**config.mk**
```make
export PLATFORM = sky130hd
export DESIGN_NAME = serial_subtractor
export DESIGN_NICKNAME = d
export VERILOG_FILES = /design/src/rtl/serial_subtractor_pkg.sv /design/src/rtl/serial_subtractor_fs.sv /design/src/rtl/serial_subtractor.sv
export SDC_FILE = /design/constraint.sdc
export NUM_CORES = 1
export LEC_CHECK = 0
export BUFFER_PORTS_ARGS = -buffer_cell sky130_fd_sc_hd__buf_2
export CAP_MARGIN = 20
export CORE_MARGIN = 2
export CORE_UTILIZATION = 45
export CTS_CLUSTER_DIAMETER = 120
export DETAILED_ROUTE_END_ITERATION = 10
export GPL_ROUTABILITY_DRIVEN = 0
export PLACE_DENSITY_LB_ADDON = 0.08
export SETUP_SLACK_MARGIN = 0.4
export SLEW_MARGIN = 30
export SYNTH_ARGS = -nofsm -noshare
export SYNTH_HDL_FRONTEND = slang
export SYNTH_HIERARCHICAL = 1
export SYNTH_SLANG_ARGS = --single-unit
```
**constraint.sdc**
```tcl
create_clock -name clk -period 1.91 [get_ports clk]
set_clock_uncertainty 0.05 [all_clocks]
set_input_delay 0.382 -clock clk [delete_from_list [all_inputs] [get_ports clk]]
set_output_delay 0.382 -clock clk [all_outputs]
set_load 0.02 [all_outputs]
```
**src/rtl/serial_subtractor_pkg.sv**
```systemverilog
// Shared types and helpers for the bit-serial subtractor.
package serial_sub_pkg;

    typedef enum logic [1:0] {
        IDLE  = 2'd0,
        SHIFT = 2'd1,
        DONE  = 2'd2
    } sub_state_t;

    // Bit counter width: counts 0 .. WIDTH-1.
    function automatic int cnt_w(input int width);
        return $clog2(width);
    endfunction

endpackage

```
**src/rtl/serial_subtractor_fs.sv**
```systemverilog
// One-bit full subtractor cell: x - y - bin.
module full_subtractor (
    input  logic x,
    input  logic y,
    input  logic bin,
    output logic d,
    output logic bout
);

    // Difference bit and borrow out; borrow when y (plus incoming borrow) exceeds x.
    always_comb begin
        d    = x ^ y ^ bin;
        bout = (~x & y) | (~(x ^ y) & bin);
    end

endmodule

```
**src/rtl/serial_subtractor.sv**
```systemverilog
// Bit-serial subtractor: diff = a - b, one bit per clock, LSB first,
// with valid/ready handshakes on both operand and result sides.
module serial_subtractor
    import serial_sub_pkg::*;
#(
    parameter int WIDTH = 8
) (
    input  logic             clk,
    input  logic             rst,
    input  logic             in_valid,
    output logic             in_ready,
    input  logic [WIDTH-1:0] a,
    input  logic [WIDTH-1:0] b,
    output logic             out_valid,
    input  logic             out_ready,
    output logic [WIDTH-1:0] diff,
    output logic             borrow,
    output logic             ovf
);

    localparam int CW = cnt_w(WIDTH);
    localparam logic [CW-1:0] LAST = CW'(WIDTH - 1);

    sub_state_t       state_q, state_d;
    logic [WIDTH-1:0] sa_q, sa_d;
    logic [WIDTH-1:0] sb_q, sb_d;
    logic [WIDTH-1:0] res_q, res_d;
    logic [CW-1:0]    cnt_q, cnt_d;
    logic             br_q, br_d;
    logic             amsb_q, amsb_d;
    logic             bmsb_q, bmsb_d;
    logic [WIDTH-1:0] diff_q, diff_d;
    logic             borrow_q, borrow_d;
    logic             ovf_q, ovf_d;
    logic             rdy_q;

    logic d_bit;
    logic bout;

    full_subtractor u_fs (
        .x    (sa_q[0]),
        .y    (sb_q[0]),
        .bin  (br_q),
        .d    (d_bit),
        .bout (bout)
    );

    // rdy_q keeps in_ready low during reset without a path from rst to the output.
    assign in_ready  = (state_q == IDLE) && rdy_q;
    assign out_valid = (state_q == DONE);
    assign diff      = diff_q;
    assign borrow    = borrow_q;
    assign ovf       = ovf_q;

    // Next-state and datapath: load on accept, shift one bit per cycle, publish on last bit.
    always_comb begin
        state_d  = state_q;
        sa_d     = sa_q;
        sb_d     = sb_q;
        res_d    = res_q;
        cnt_d    = cnt_q;
        br_d     = br_q;
        amsb_d   = amsb_q;
        bmsb_d   = bmsb_q;
        diff_d   = diff_q;
        borrow_d = borrow_q;
        ovf_d    = ovf_q;
        unique case (state_q)
            IDLE: begin
                if (in_valid && rdy_q) begin
                    sa_d    = a;
                    sb_d    = b;
                    amsb_d  = a[WIDTH-1];
                    bmsb_d  = b[WIDTH-1];
                    br_d    = 1'b0;
                    cnt_d   = '0;
                    res_d   = '0;
                    state_d = SHIFT;
                end
            end
            SHIFT: begin
                sa_d  = sa_q >> 1;
                sb_d  = sb_q >> 1;
                res_d = {d_bit, res_q[WIDTH-1:1]};
                br_d  = bout;
                cnt_d = cnt_q + 1'b1;
                if (cnt_q == LAST) begin
                    // Final bit lands now; the output registers hold it until the next result.
                    diff_d   = {d_bit, res_q[WIDTH-1:1]};
                    borrow_d = bout;
                    ovf_d    = (amsb_q != bmsb_q) && (d_bit != amsb_q);
                    state_d  = DONE;
                end
            end
            DONE: begin
                if (out_ready) state_d = IDLE;
            end
            default: state_d = IDLE;
        endcase
    end

    // State and datapath registers; reset discards any in-flight operation.
    always_ff @(posedge clk) begin
        if (rst) begin
            state_q  <= IDLE;
            sa_q     <= '0;
            sb_q     <= '0;
            res_q    <= '0;
            cnt_q    <= '0;
            br_q     <= 1'b0;
            amsb_q   <= 1'b0;
            bmsb_q   <= 1'b0;
            diff_q   <= '0;
            borrow_q <= 1'b0;
            ovf_q    <= 1'b0;
            rdy_q    <= 1'b0;
        end else begin
            state_q  <= state_d;
            sa_q     <= sa_d;
            sb_q     <= sb_d;
            res_q    <= res_d;
            cnt_q    <= cnt_d;
            br_q     <= br_d;
            amsb_q   <= amsb_d;
            bmsb_q   <= bmsb_d;
            diff_q   <= diff_d;
            borrow_q <= borrow_d;
            ovf_q    <= ovf_d;
            rdy_q    <= 1'b1;
        end
    end

endmodule

```
==> qor.txt <==
==========================================================================================
Status                                                                        finished clean
Areal power density over the cells                                             813 nW/um^2
Height of the die                                                                  67.3 um
Final min period                                                                   1.47 ns
Lkg Pwr                                                                        0.000892 uW
Endpoint of the worst hold-timing path                                          state_q[1]
Synthesis warning total                                                                  6
Synth Flop Type                                                                    dfxtp_1
Starting Density                                                                     0.458
Vias per std cell                                                                     5.29
Remaining antenna violation count                                                        0
Global-route wire length before repair                                             5.89 mm
Clock edge transition at the registers on the reported setup and hold paths        0.07 ns
Clock power frac                                                                     0.315
H-tree Lvls                                                                              2
Number of port buffers                                                                  31
Crit-path cells                                                               and2b_1, buf_2
DRC marker count from the first detailed-route iteration                                43
Total Neg Setup Slack                                                                 0 ns
Peak supply drop                                                                  0.510 mV
WHS Path Cells                                                                           3
Critical R2R Launch                                                                sb_q[0]
Maximum buffer depth of the clock tree                                                   2
Hpwl dp                                                                            2.34 mm
Hold slack                                                                        0.293 ns
Kind of end point of the critical path                                         output port
Growth of design area from synthesis to finish                                       15.2%
Max-cap check violation count                                                            0
Endpoints failing setup                                                                  0
Clock Sinks                                                                             42
Share of power burned in combinational logic                                         0.129
Synthesized area per cell                                                        10.3 um^2
Floorplan Core Area                                                              3940 um^2
Largest stage delay, worst path                                                    0.39 ns
I/O pin cnt                                                                             32
Cell area after synthesis                                                        1810 um^2
Cell at the root of the clock tree                                                clkbuf_8
Crit-path max FO                                                                         7
Number of cells after detailed placement                                               244
Post-route insts no fill                                                               258
Async SR Flop Fraction                                                                   0
Die Footprint                                                                    4530 um^2
Share of synthesized area occupied by flip-flops and latches                         0.466
Setup repair after global routing missed its margin                                    yes
Net Sw Power                                                                        434 uW
Worst-margin pin slew                                                             0.464 ns
FF-to-FF path depth                                                                      5
First drt pass iteration count                                                           4
List of most frequent post-synthesis cells                                    dfxtp_1 (42), a21oi_1 (30), nand2_1 (22)
Register share of total power                                                        0.556
Class of the worst hold path                                                  input pin to register
Worst hold start                                                                 out_ready
CTS tree                                                                              done
Global Route Usage Sum                                                               0.178
Number of library cell types mapped by synthesis                                        32
Via count of the first global-routing pass                                            1210
Count of endpoints failing hold in the final timing report                               0
Post-Synthesis Cells                                                                   175
Grt total ovfl                                                                           0
Terminus of the critical flop-to-flop path                                             ovf
Number of synthesized flops with an enable pin                                           0
Flop-to-flop setup slack                                                           0.46 ns
Sw frac                                                                              0.256
Final antenna diode count                                                                0
Detail-routed net length per standard cell                                         14.0 um
Most frequent cell after synthesis                                                 dfxtp_1
Post-synthesis register bit count                                                       42
Synth top area share                                                                 0.466
Top area cells in the synthesized netlist                                     dfxtp_1 (47%), a21oi_1 (8.3%), mux2i_1 (7.8%)
Startpoint type of the worst setup path                                           register
Required time at the endpoint of the critical path                                 1.48 ns
Number of antenna violations at the first check in global routing                        0
TritonCTS Buffers                                                                        5
Slew headroom                                                                        0.691
Part of the cycle the worst path needs                                               0.769
Filler Cells Inserted                                                                  361
Placement Rows                                                                          23
Die width                                                                          67.3 um
Total routed wirelength                                                            3.60 mm
Arrival time reported for the critical path endpoint                               1.04 ns
Net Count, Synth                                                                       198
Placed cell areas                                                                1920 um^2
Final net count                                                                        231
Internal power summed over all cells                                               1260 uW
Worst-Skew Late Latency                                                            0.29 ns
Slowest cell on the critical path                                                  dfxtp_4
Final instance area                                                              2080 um^2
Detailed-route via count                                                              1364
Total count of max-transition violations in the final report                             0
WS Path Type                                                                  register to output port
Max Fclk                                                                           681 MHz
Pin count of the biggest net entering global routing                                    23
Share of layout cells above drive strength 1                                         0.337
Post-synth top area cell                                                           dfxtp_1
DRC violation count after routing                                                        0
==========================================================================================
==> worst max-delay path: cells and delay by family, from the launching register on <==
| family | cells | cell delay (ns) |
|---|---|---|
| buffers and inverters | 1 | 0.16 |
| DFF | 1 | 0.39 |
| and+or+nand+nor | 1 | 0.20 |
==> flip-flops by register name (all words and copies together) (netlist names) <==
signal / flops
amsb_q: 1
bmsb_q: 1
borrow: 1
br_q: 1
cnt_q: 3
diff: 8
ovf: 1
rdy_q: 1
res_q: 7
sa_q: 8
sb_q: 8
state_q: 2
==> final cells by class <==
type,instances,area (um^2),area share
multi-input combinational,115,843,0.405
tap,50,62.6,0.0301
clock inverter,2,10.0,0.00481
inverter,5,18.8,0.00902
timing repair buffer,39,223,0.107
clock buffer,5,68.8,0.0331
sequential,42,855,0.411
==> layout by cell type, fill, tap and decap left out, types with 2 or more instances in the layout <==
master / synthesis / layout
dfxtp_4: 0 / 3
dfxtp_1: 42 / 37
inv_1: 4 / 4
mux2i_1: 14 / 14
clkinv_2: 0 / 2
buf_6: 2 / 2
buf_4: 3 / 6
nor2_1: 3 / 3
a211oi_2: 9 / 9
nand2_1: 22 / 22
o21ai_0: 2 / 2
clkbuf_8: 0 / 5
buf_2: 3 / 31
nand3b_1: 2 / 2
a22o_1: 10 / 10
dfxtp_2: 0 / 2
a211oi_1: 7 / 7
a21oi_1: 30 / 30
==> timing repair <==
item	in CTS	in global routing
endpoints found under the setup margin	38	27
hold buffers	0	0
setup buffers	4	3
gates resized for setup	5	8
pin swaps	1	2
==> power by group through the flow <==
stage	Sequential [uW]	Clock, uW	Combinational, uW
2_1_floorplan	952	0	183
3_3_place_gp	962	0	202
3_5_place_dp	963	0	207
4_1_cts	943	553	213
5_1_grt	946	583	243
6_report	941	532	219
==> metal layers <==
layer | share of wire | GRT usage | up-vias
li1 | - | - | 691
met1 | 0.49 | 0.224 | 647
met2 | 0.45 | 0.276 | 20
met3 | 0.041 | 0.0550 | 6
met4 | 0.019 | 0.0842 | 0
met5 | 0 | 0 | -
==> cell families after synthesis <==
family	after synthesis	share of synthesized area
buffers and inverters	18	0.0721
and+or+nand+nor	36	0.105
AOI/OAI and AO/OA	62	0.255
DFF	42	0.466
muxes	14	0.0776
adders and majority gates	3	0.0249
==> how the worst max path moves through the flow <==
stage,startpoint,end,slack [ns],cells past startpoint
final,state_q[0],out_valid,0.44,2
after global routing,sb_q[0],ovf,0.34,5
after CTS,state_q[0],out_valid,0.39,2
after detailed placement,cnt_q[0],ovf,0.27,5
after global placement,cnt_q[0],ovf,0.30,5
after floorplan,state_q[1],in_ready,0.49,2
==> through the flow <==
stage               utilization  power, uW  setup WS (ns)
finish                    0.528       1690          0.441
floorplan                     -       1140          0.491
global placement          0.487       1160          0.302
CTS                       0.516       1710          0.392
detailed placement        0.487       1170          0.268
global route              0.528       1770          0.338
Power figures use the tool's default switching activity.
